<file path="config.mk">
export PLATFORM = sky130hd
export DESIGN_NAME = axi4_lite_mem_slave
export DESIGN_NICKNAME = d
export VERILOG_FILES = /design/src/rtl/axi4_lite_pkg.sv /design/src/rtl/axi4_lite_hold_reg.sv /design/src/rtl/axi4_lite_mem_slave.sv
export SDC_FILE = /design/constraint.sdc
export NUM_CORES = 1
export LEC_CHECK = 0
export BUFFER_PORTS_ARGS = -buffer_cell sky130_fd_sc_hd__buf_4
export CAP_MARGIN = 20
export CORE_MARGIN = 2
export CORE_UTILIZATION = 40
export CTS_CLUSTER_DIAMETER = 200
export DETAILED_ROUTE_END_ITERATION = 7
export GPL_ROUTABILITY_DRIVEN = 1
export PLACE_DENSITY_LB_ADDON = 0.15
export REMOVE_ABC_BUFFERS = 1
export SLEW_MARGIN = 20
export SYNTH_ARGS = -nofsm -noshare
export SYNTH_HDL_FRONTEND = slang
export SYNTH_SLANG_ARGS = --single-unit
</file>
<file path="constraint.sdc">
create_clock -name i_clk -period 10.01 [get_ports i_clk]
set_input_delay 1.5015 -clock i_clk [delete_from_list [all_inputs] [get_ports i_clk]]
set_output_delay 1.5015 -clock i_clk [all_outputs]
set_load 0.03 [all_outputs]
</file>
<file path="src/rtl/axi4_lite_pkg.sv">
// Shared types for the AXI4-Lite memory responder: response codes, FSM states, arbitration grant.
// Pure type definitions; no latency or backpressure of its own.
package axi4_lite_pkg;

    typedef enum logic [1:0] {
        OKAY   = 2'b00,
        SLVERR = 2'b10
    } resp_t;

    typedef enum logic [2:0] {
        IDLE,
        WR_MEM,
        WR_RESP,
        RD_MEM,
        RD_RESP
    } slave_state_t;

    typedef enum logic {
        READ  = 1'b0,
        WRITE = 1'b1
    } grant_t;

endpackage

</file>
<file path="src/rtl/axi4_lite_hold_reg.sv">
// Single-entry valid/ready holding register; a beat is captured on the edge it handshakes, visible next cycle.
// Backpressure: rdy drops while full (and during reset) until clr empties the entry.
module axi4_lite_hold_reg #(
    parameter int WIDTH = 8
) (
    input  logic             clk,
    input  logic             rst,
    input  logic             vld,
    output logic             rdy,
    input  logic [WIDTH-1:0] dat,
    input  logic             clr,
    output logic             full,
    output logic [WIDTH-1:0] hold_dat
);

    assign rdy = ~full & ~rst;

    always_ff @(posedge clk or posedge rst) begin
        if (rst) begin
            full     <= 1'b0;
            hold_dat <= '0;
        end else if (clr) begin
            // Payload is kept; the consumer copies it out on the same edge.
            full <= 1'b0;
        end else if (vld && rdy) begin
            full     <= 1'b1;
            hold_dat <= dat;
        end
    end

endmodule

</file>
<file path="src/rtl/axi4_lite_mem_slave.sv">
// AXI4-Lite responder onto a single req/ack memory port, fair read/write arbitration, SLVERR on fault/timeout.
// Latency: AW/W or AR beat to B/R valid is 3 cycles with an immediate ack; one beat per channel buffered, ready low while held.
module axi4_lite_mem_slave
    import axi4_lite_pkg::*;
#(
    parameter int ADDR_WIDTH     = 64,
    parameter int DATA_WIDTH     = 32,
    parameter int TIMEOUT_CYCLES = 16
) (
    input  logic                    i_clk,
    input  logic                    i_arst,
    input  logic [ADDR_WIDTH-1:0]   i_awaddr,
    input  logic                    i_awvalid,
    output logic                    o_awready,
    input  logic [DATA_WIDTH-1:0]   i_wdata,
    input  logic [DATA_WIDTH/8-1:0] i_wstrb,
    input  logic                    i_wvalid,
    output logic                    o_wready,
    output logic [1:0]              o_bresp,
    output logic                    o_bvalid,
    input  logic                    i_bready,
    input  logic [ADDR_WIDTH-1:0]   i_araddr,
    input  logic                    i_arvalid,
    output logic                    o_arready,
    output logic [DATA_WIDTH-1:0]   o_rdata,
    output logic [1:0]              o_rresp,
    output logic                    o_rvalid,
    input  logic                    i_rready,
    output logic                    o_mem_req,
    output logic                    o_mem_we,
    output logic [ADDR_WIDTH-1:0]   o_mem_addr,
    output logic [DATA_WIDTH-1:0]   o_mem_wdata,
    output logic [DATA_WIDTH/8-1:0] o_mem_wstrb,
    input  logic [DATA_WIDTH-1:0]   i_mem_rdata,
    input  logic                    i_mem_ack,
    input  logic                    i_mem_err
);

    localparam int STRB_WIDTH = DATA_WIDTH / 8;
    localparam int CNT_WIDTH  = $clog2(TIMEOUT_CYCLES + 1);
    localparam logic [CNT_WIDTH-1:0] TIMEOUT_LAST = CNT_WIDTH'(TIMEOUT_CYCLES - 1);

    slave_state_t state, state_nxt;
    grant_t       last_grant;

    logic                  aw_full, w_full, ar_full;
    logic [ADDR_WIDTH-1:0] aw_addr_dat, ar_addr_dat;
    logic [DATA_WIDTH-1:0] w_data_dat;
    logic [STRB_WIDTH-1:0] w_strb_dat;

    logic grant_wr, grant_rd, tie;
    logic in_mem, timeout_hit;

    logic [CNT_WIDTH-1:0]  tmo_cnt;
    logic [ADDR_WIDTH-1:0] acc_addr;
    logic [DATA_WIDTH-1:0] acc_wdata;
    logic [STRB_WIDTH-1:0] acc_wstrb;

    logic                  bvalid_q, rvalid_q;
    resp_t                 bresp_q, rresp_q;
    logic [DATA_WIDTH-1:0] rdata_q;

    axi4_lite_hold_reg #(.WIDTH(ADDR_WIDTH)) u_aw_hold (
        .clk      (i_clk),
        .rst      (i_arst),
        .vld      (i_awvalid),
        .rdy      (o_awready),
        .dat      (i_awaddr),
        .clr      (grant_wr),
        .full     (aw_full),
        .hold_dat (aw_addr_dat)
    );

    axi4_lite_hold_reg #(.WIDTH(DATA_WIDTH + STRB_WIDTH)) u_w_hold (
        .clk      (i_clk),
        .rst      (i_arst),
        .vld      (i_wvalid),
        .rdy      (o_wready),
        .dat      ({i_wstrb, i_wdata}),
        .clr      (grant_wr),
        .full     (w_full),
        .hold_dat ({w_strb_dat, w_data_dat})
    );

    axi4_lite_hold_reg #(.WIDTH(ADDR_WIDTH)) u_ar_hold (
        .clk      (i_clk),
        .rst      (i_arst),
        .vld      (i_arvalid),
        .rdy      (o_arready),
        .dat      (i_araddr),
        .clr      (grant_rd),
        .full     (ar_full),
        .hold_dat (ar_addr_dat)
    );

    assign in_mem      = (state == WR_MEM) || (state == RD_MEM);
    assign timeout_hit = (tmo_cnt == TIMEOUT_LAST);

    always_ff @(posedge i_clk or posedge i_arst) begin
        if (i_arst) begin
            state <= IDLE;
        end else begin
            state <= state_nxt;
        end
    end

    always_comb begin
        state_nxt = state;
        grant_wr  = 1'b0;
        grant_rd  = 1'b0;
        tie       = 1'b0;
        unique case (state)
            IDLE: begin
                if (aw_full && w_full && ar_full) begin
                    tie      = 1'b1;
                    grant_wr = (last_grant == READ);
                    grant_rd = (last_grant == WRITE);
                end else if (aw_full && w_full) begin
                    grant_wr = 1'b1;
                end else if (ar_full) begin
                    grant_rd = 1'b1;
                end
                if (grant_wr) begin
                    state_nxt = WR_MEM;
                end else if (grant_rd) begin
                    state_nxt = RD_MEM;
                end
            end
            WR_MEM: begin
                if (i_mem_ack || timeout_hit) begin
                    state_nxt = WR_RESP;
                end
            end
            RD_MEM: begin
                if (i_mem_ack || timeout_hit) begin
                    state_nxt = RD_RESP;
                end
            end
            WR_RESP: begin
                if (i_bready) begin
                    state_nxt = IDLE;
                end
            end
            RD_RESP: begin
                if (i_rready) begin
                    state_nxt = IDLE;
                end
            end
            default: state_nxt = IDLE;
        endcase
    end

    // Copy the granted beat out so the holding registers can take the next one mid-access.
    always_ff @(posedge i_clk or posedge i_arst) begin
        if (i_arst) begin
            last_grant <= READ;
            acc_addr   <= '0;
            acc_wdata  <= '0;
            acc_wstrb  <= '0;
        end else begin
            if (tie) begin
                last_grant <= grant_wr ? WRITE : READ;
            end
            if (grant_wr) begin
                acc_addr  <= aw_addr_dat;
                acc_wdata <= w_data_dat;
                acc_wstrb <= w_strb_dat;
            end else if (grant_rd) begin
                acc_addr  <= ar_addr_dat;
                acc_wdata <= '0;
                acc_wstrb <= '0;
            end
        end
    end

    always_ff @(posedge i_clk or posedge i_arst) begin
        if (i_arst) begin
            tmo_cnt <= '0;
        end else if (in_mem && !i_mem_ack && !timeout_hit) begin
            tmo_cnt <= tmo_cnt + CNT_WIDTH'(1);
        end else begin
            tmo_cnt <= '0;
        end
    end

    // An ack arriving in the final timeout cycle still wins; after that, acks are ignored.
    always_ff @(posedge i_clk or posedge i_arst) begin
        if (i_arst) begin
            bvalid_q <= 1'b0;
            rvalid_q <= 1'b0;
            bresp_q  <= OKAY;
            rresp_q  <= OKAY;
            rdata_q  <= '0;
        end else begin
            unique case (state)
                WR_MEM: begin
                    if (i_mem_ack) begin
                        bvalid_q <= 1'b1;
                        bresp_q  <= i_mem_err ? SLVERR : OKAY;
                    end else if (timeout_hit) begin
                        bvalid_q <= 1'b1;
                        bresp_q  <= SLVERR;
                    end
                end
                RD_MEM: begin
                    if (i_mem_ack) begin
                        rvalid_q <= 1'b1;
                        rresp_q  <= i_mem_err ? SLVERR : OKAY;
                        rdata_q  <= i_mem_rdata;
                    end else if (timeout_hit) begin
                        rvalid_q <= 1'b1;
                        rresp_q  <= SLVERR;
                        rdata_q  <= '0;
                    end
                end
                WR_RESP: begin
                    if (i_bready) begin
                        bvalid_q <= 1'b0;
                    end
                end
                RD_RESP: begin
                    if (i_rready) begin
                        rvalid_q <= 1'b0;
                    end
                end
                default: ;
            endcase
        end
    end

    assign o_bvalid    = bvalid_q;
    assign o_bresp     = bresp_q;
    assign o_rvalid    = rvalid_q;
    assign o_rresp     = rresp_q;
    assign o_rdata     = rdata_q;

    assign o_mem_req   = in_mem;
    assign o_mem_we    = (state == WR_MEM);
    assign o_mem_addr  = in_mem ? acc_addr  : '0;
    assign o_mem_wdata = in_mem ? acc_wdata : '0;
    assign o_mem_wstrb = in_mem ? acc_wstrb : '0;

endmodule
</file>
==> reports/metrics.csv <==
stage,metric,value,unit
synth,Synth area leader,dfrtp_1,
worst_setup_path,RR Endpoint,acc_addr[53],
sta,Max-Slew Margin vs Limit,28.8,%
die,Die W,185,um
power,PwrDens,348,nW/um^2
synth,Post-Synth Simple-Gate Area,8.79,%
route,drt first pass iters,4,
synth,"Primary FF master, synth",dfrtp_1,
placement,HPWL Detailed,22000,um
sta,Final min period,4180,ps
synth,number of synthesized flops with an enable pin,0,
clocking,Post-CTS Setup Repair Bufs,0,
cells_and_area,Fill cells,2962,
worst_setup_path,CP Class,reg2out,
synth,largest cells by area after synthesis,"dfrtp_1, mux2_2, and2_1, a22o_1, a31oi_1",
worst_setup_path,crit path DAT,2680,ps
sta,setup tns final,0,ps
global_route,first-pass GRT wire length,56300,um
sta,"Hold Violations, Final",0,
placement,routability cong.,0.748,
worst_setup_path,CP endpoint kind,output port,
synth,multiplexer share of the synthesized area,14.0,%
route,DRT Wirelength,37100,um
route,Vias,9727,
route,Final ANT Viol Nets,0,
synth,Post-synth ARST share,100,%
synth,part of the Yosys area used for sequential elements,59.4,%
placement,port bufs,345,
clocking,TritonCTS buffer count,36,
die,# rows,66,
die,area of the core,32500,um^2
outcome,status,"finished, final reports clean",
worst_setup_path,crit-path max FO,61,
sta,RSZ-0062 raised after global routing,no,
die,full die area,34300,um^2
clocking,CTS tree,built,
synth,Compound-Gate Fraction of Synth Area,13.2,%
worst_hold_path,HP Class,reg2reg,
synth,Synth cell types,31,
sta,Setup Viol. Count Final,0,
clocking,hold buffer count at cts,0,
synth,number of synthesized register bits,312,
worst_hold_path,worst hold start,u_w_hold.hold_dat[25],
clocking,Max Root-Sink Buffers,3,
cells_and_area,layout net count,1573,
route,initial detailed-routing violation count,463,
run,MaxCap Viol Count,0,
route,Vias/cell,5.30,
global_route,initial antenna violation count,3,
sta,skew final,15.0,ps
global_route,vias in the first global route,9832,
power,Leak Pwr,7.73,nW
clocking,worst skew pair latency,510,ps
worst_setup_path,R2R cell count,5,
worst_setup_path,WP data required,8510,ps
worst_hold_path,hold endpoint,acc_wdata[25],
die,Initial Utilization,40.5,%
sta,Tcrit/Tclk final,41.8,%
synth,largest family of logic cells by synthesized area,multiplexers,
synth,XOR/XNOR share of the synthesized area,0.200,%
power,Peak VDD IR,0.235,mV
power,Tot Pwr,5.94,mW
clocking,clock-pin slew on the worst setup and hold paths,60,ps
sta,Max Freq,239,MHz
die,I/O pins,348,
global_route,gr usage total,21.2,%
route,remaining routing DRC violations,0,
global_route,largest net degree at the start of global routing,120,
worst_setup_path,flop2flop setup slack,6860,ps
cells_and_area,share of layout cells above drive strength 1,42.5,%
synth,adder-cell share of the synthesized area,0.190,%
global_route,GRT overflow,0,
cells_and_area,"commonest non-fill, non-tap cell in the layout",buf_4,
cells_and_area,growth of design area from synthesis to finish,30.0,%
clocking,clock sinks,312,
worst_setup_path,startpoint types,register,
synth,share of the synthesized area in the top cell type,59.4,%
sta,Slew @ Worst Pin,1070,ps
cells_and_area,"commonest non-fill, non-tap cells in the layout","buf_4, dfrtp_1, mux2_2",
worst_hold_path,Min-Delay Path Depth,1,
synth,Mean Syn Cell Area,12.4,um^2
synth,Synth warnings,0,
clocking,Resize count post-CTS,0,
die,die height,185,um
synth,Mapped Cells,1064,
clocking,Clock Tree Root,clkbuf_16,
clocking,H-tree depth,2,
route,WL per Instance,20.3,um
synth,Post-Syn Area,13100,um^2
sta,max-slew violations,0,
worst_setup_path,Worst R2R Start,state[1],
-- sequential cells by signal, summed over array words and instances, names as in the netlist --
name	flops
acc_addr	64
acc_wdata	32
o_rresp	1
u_aw_hold.hold_dat	64
o_bresp	1
o_bvalid	1
last_grant	1
o_rvalid	1
u_w_hold.full	1
acc_wstrb	4
u_ar_hold.hold_dat	64
state	3
o_rdata	32
u_aw_hold.full	1
tmo_cnt	5
u_w_hold.hold_dat	36
u_ar_hold.full	1
-- power by group --
part | leakage, nW | internal (mW) | total, mW | switching [mW]
registers | 3.73 | 1.87 | 2.21 | 0.337
logic | 3.45 | 1.02 | 2.47 | 1.45
clock network | 0.554 | 0.764 | 1.27 | 0.506
total | 7.73 | 3.65 | 5.94 | 2.29
-- kinds of logic after synthesis --
family                   Yosys count
adder cells (fa/ha/maj)            2
AND/OR/NAND/NOR                  203
XOR/XNOR                           3
buffers and inverters            103
other                              1
flip-flops                       312
multiplexers                     164
AO/OA/AOI/OAI                    276
-- routing by layer --
metal	vias to the layer above	share of wire (%)	GRT usage, %
met2	325	45	33.7
met1	4920	44	28.8
met3	52	8.6	5.90
met5	-	0.035	0
li1	4428	-	-
met4	2	1.6	4.89
-- worst max-delay path, cell delays in order (launching register included) --
cell     delay (ps)
dfrtp_1         540
nor2b_4         540
buf_16          230
buf_4           450
and2_1          220
buf_4           160
-- per-stage QoR --
stage | hold WS, ps | instance area (um^2) | util [%] | instances | worst slack [ps]
after global routing | 499 | 17100 | 52.6 | 1833 | 5670
after floorplan | 433 | 12600 | - | 967 | -121
after detailed placement | 454 | 15900 | 49.0 | 1769 | 5930
final | 476 | 17100 | 52.7 | 1834 | 5830
after CTS | 472 | 17100 | 52.6 | 1832 | 5440
after global placement | 450 | 15900 | 49.0 | 1769 | 5920
-- synthesized netlist by cell type, drive strengths merged, types with 2 or more instances --
cell      n
a21o      2
a21oi    71
a22o     68
a31oi    64
and2    104
and3      4
buf      54
clkbuf   44
dfrtp   312
ha        2
inv       5
mux2    164
nand2     5
nand3    67
nor2     14
nor2b     3
nor3b     3
o21ai    67
xnor2     2
-- how the worst max path moves through the flow --
stage                     startpoint                endpoint  cells past startpoint
after CTS                   state[0]          o_mem_addr[24]                      4
after global placement        i_arst  u_ar_hold.hold_dat[51]                      4
after detailed placement      i_arst  u_ar_hold.hold_dat[51]                      4
after floorplan               i_arst             acc_addr[0]                      1
after global routing        state[0]          o_mem_addr[43]                      5
final                       state[0]          o_mem_addr[24]                      5
-- layout make-up --
cell class / count / area, um^2 / share of cell area [%]
inverters: 5 / 26.3 / 0.154
clock buffers: 57 / 1080 / 6.33
multi-input cells: 650 / 4830 / 28.3
repair buffers: 361 / 2730 / 16.0
diodes: 1 / 2.50 / 0.0146
flip-flops and latches: 312 / 7810 / 45.7
well taps: 442 / 553 / 3.24
clock inverters: 6 / 60.1 / 0.351
Power figures use the tool's default switching activity.
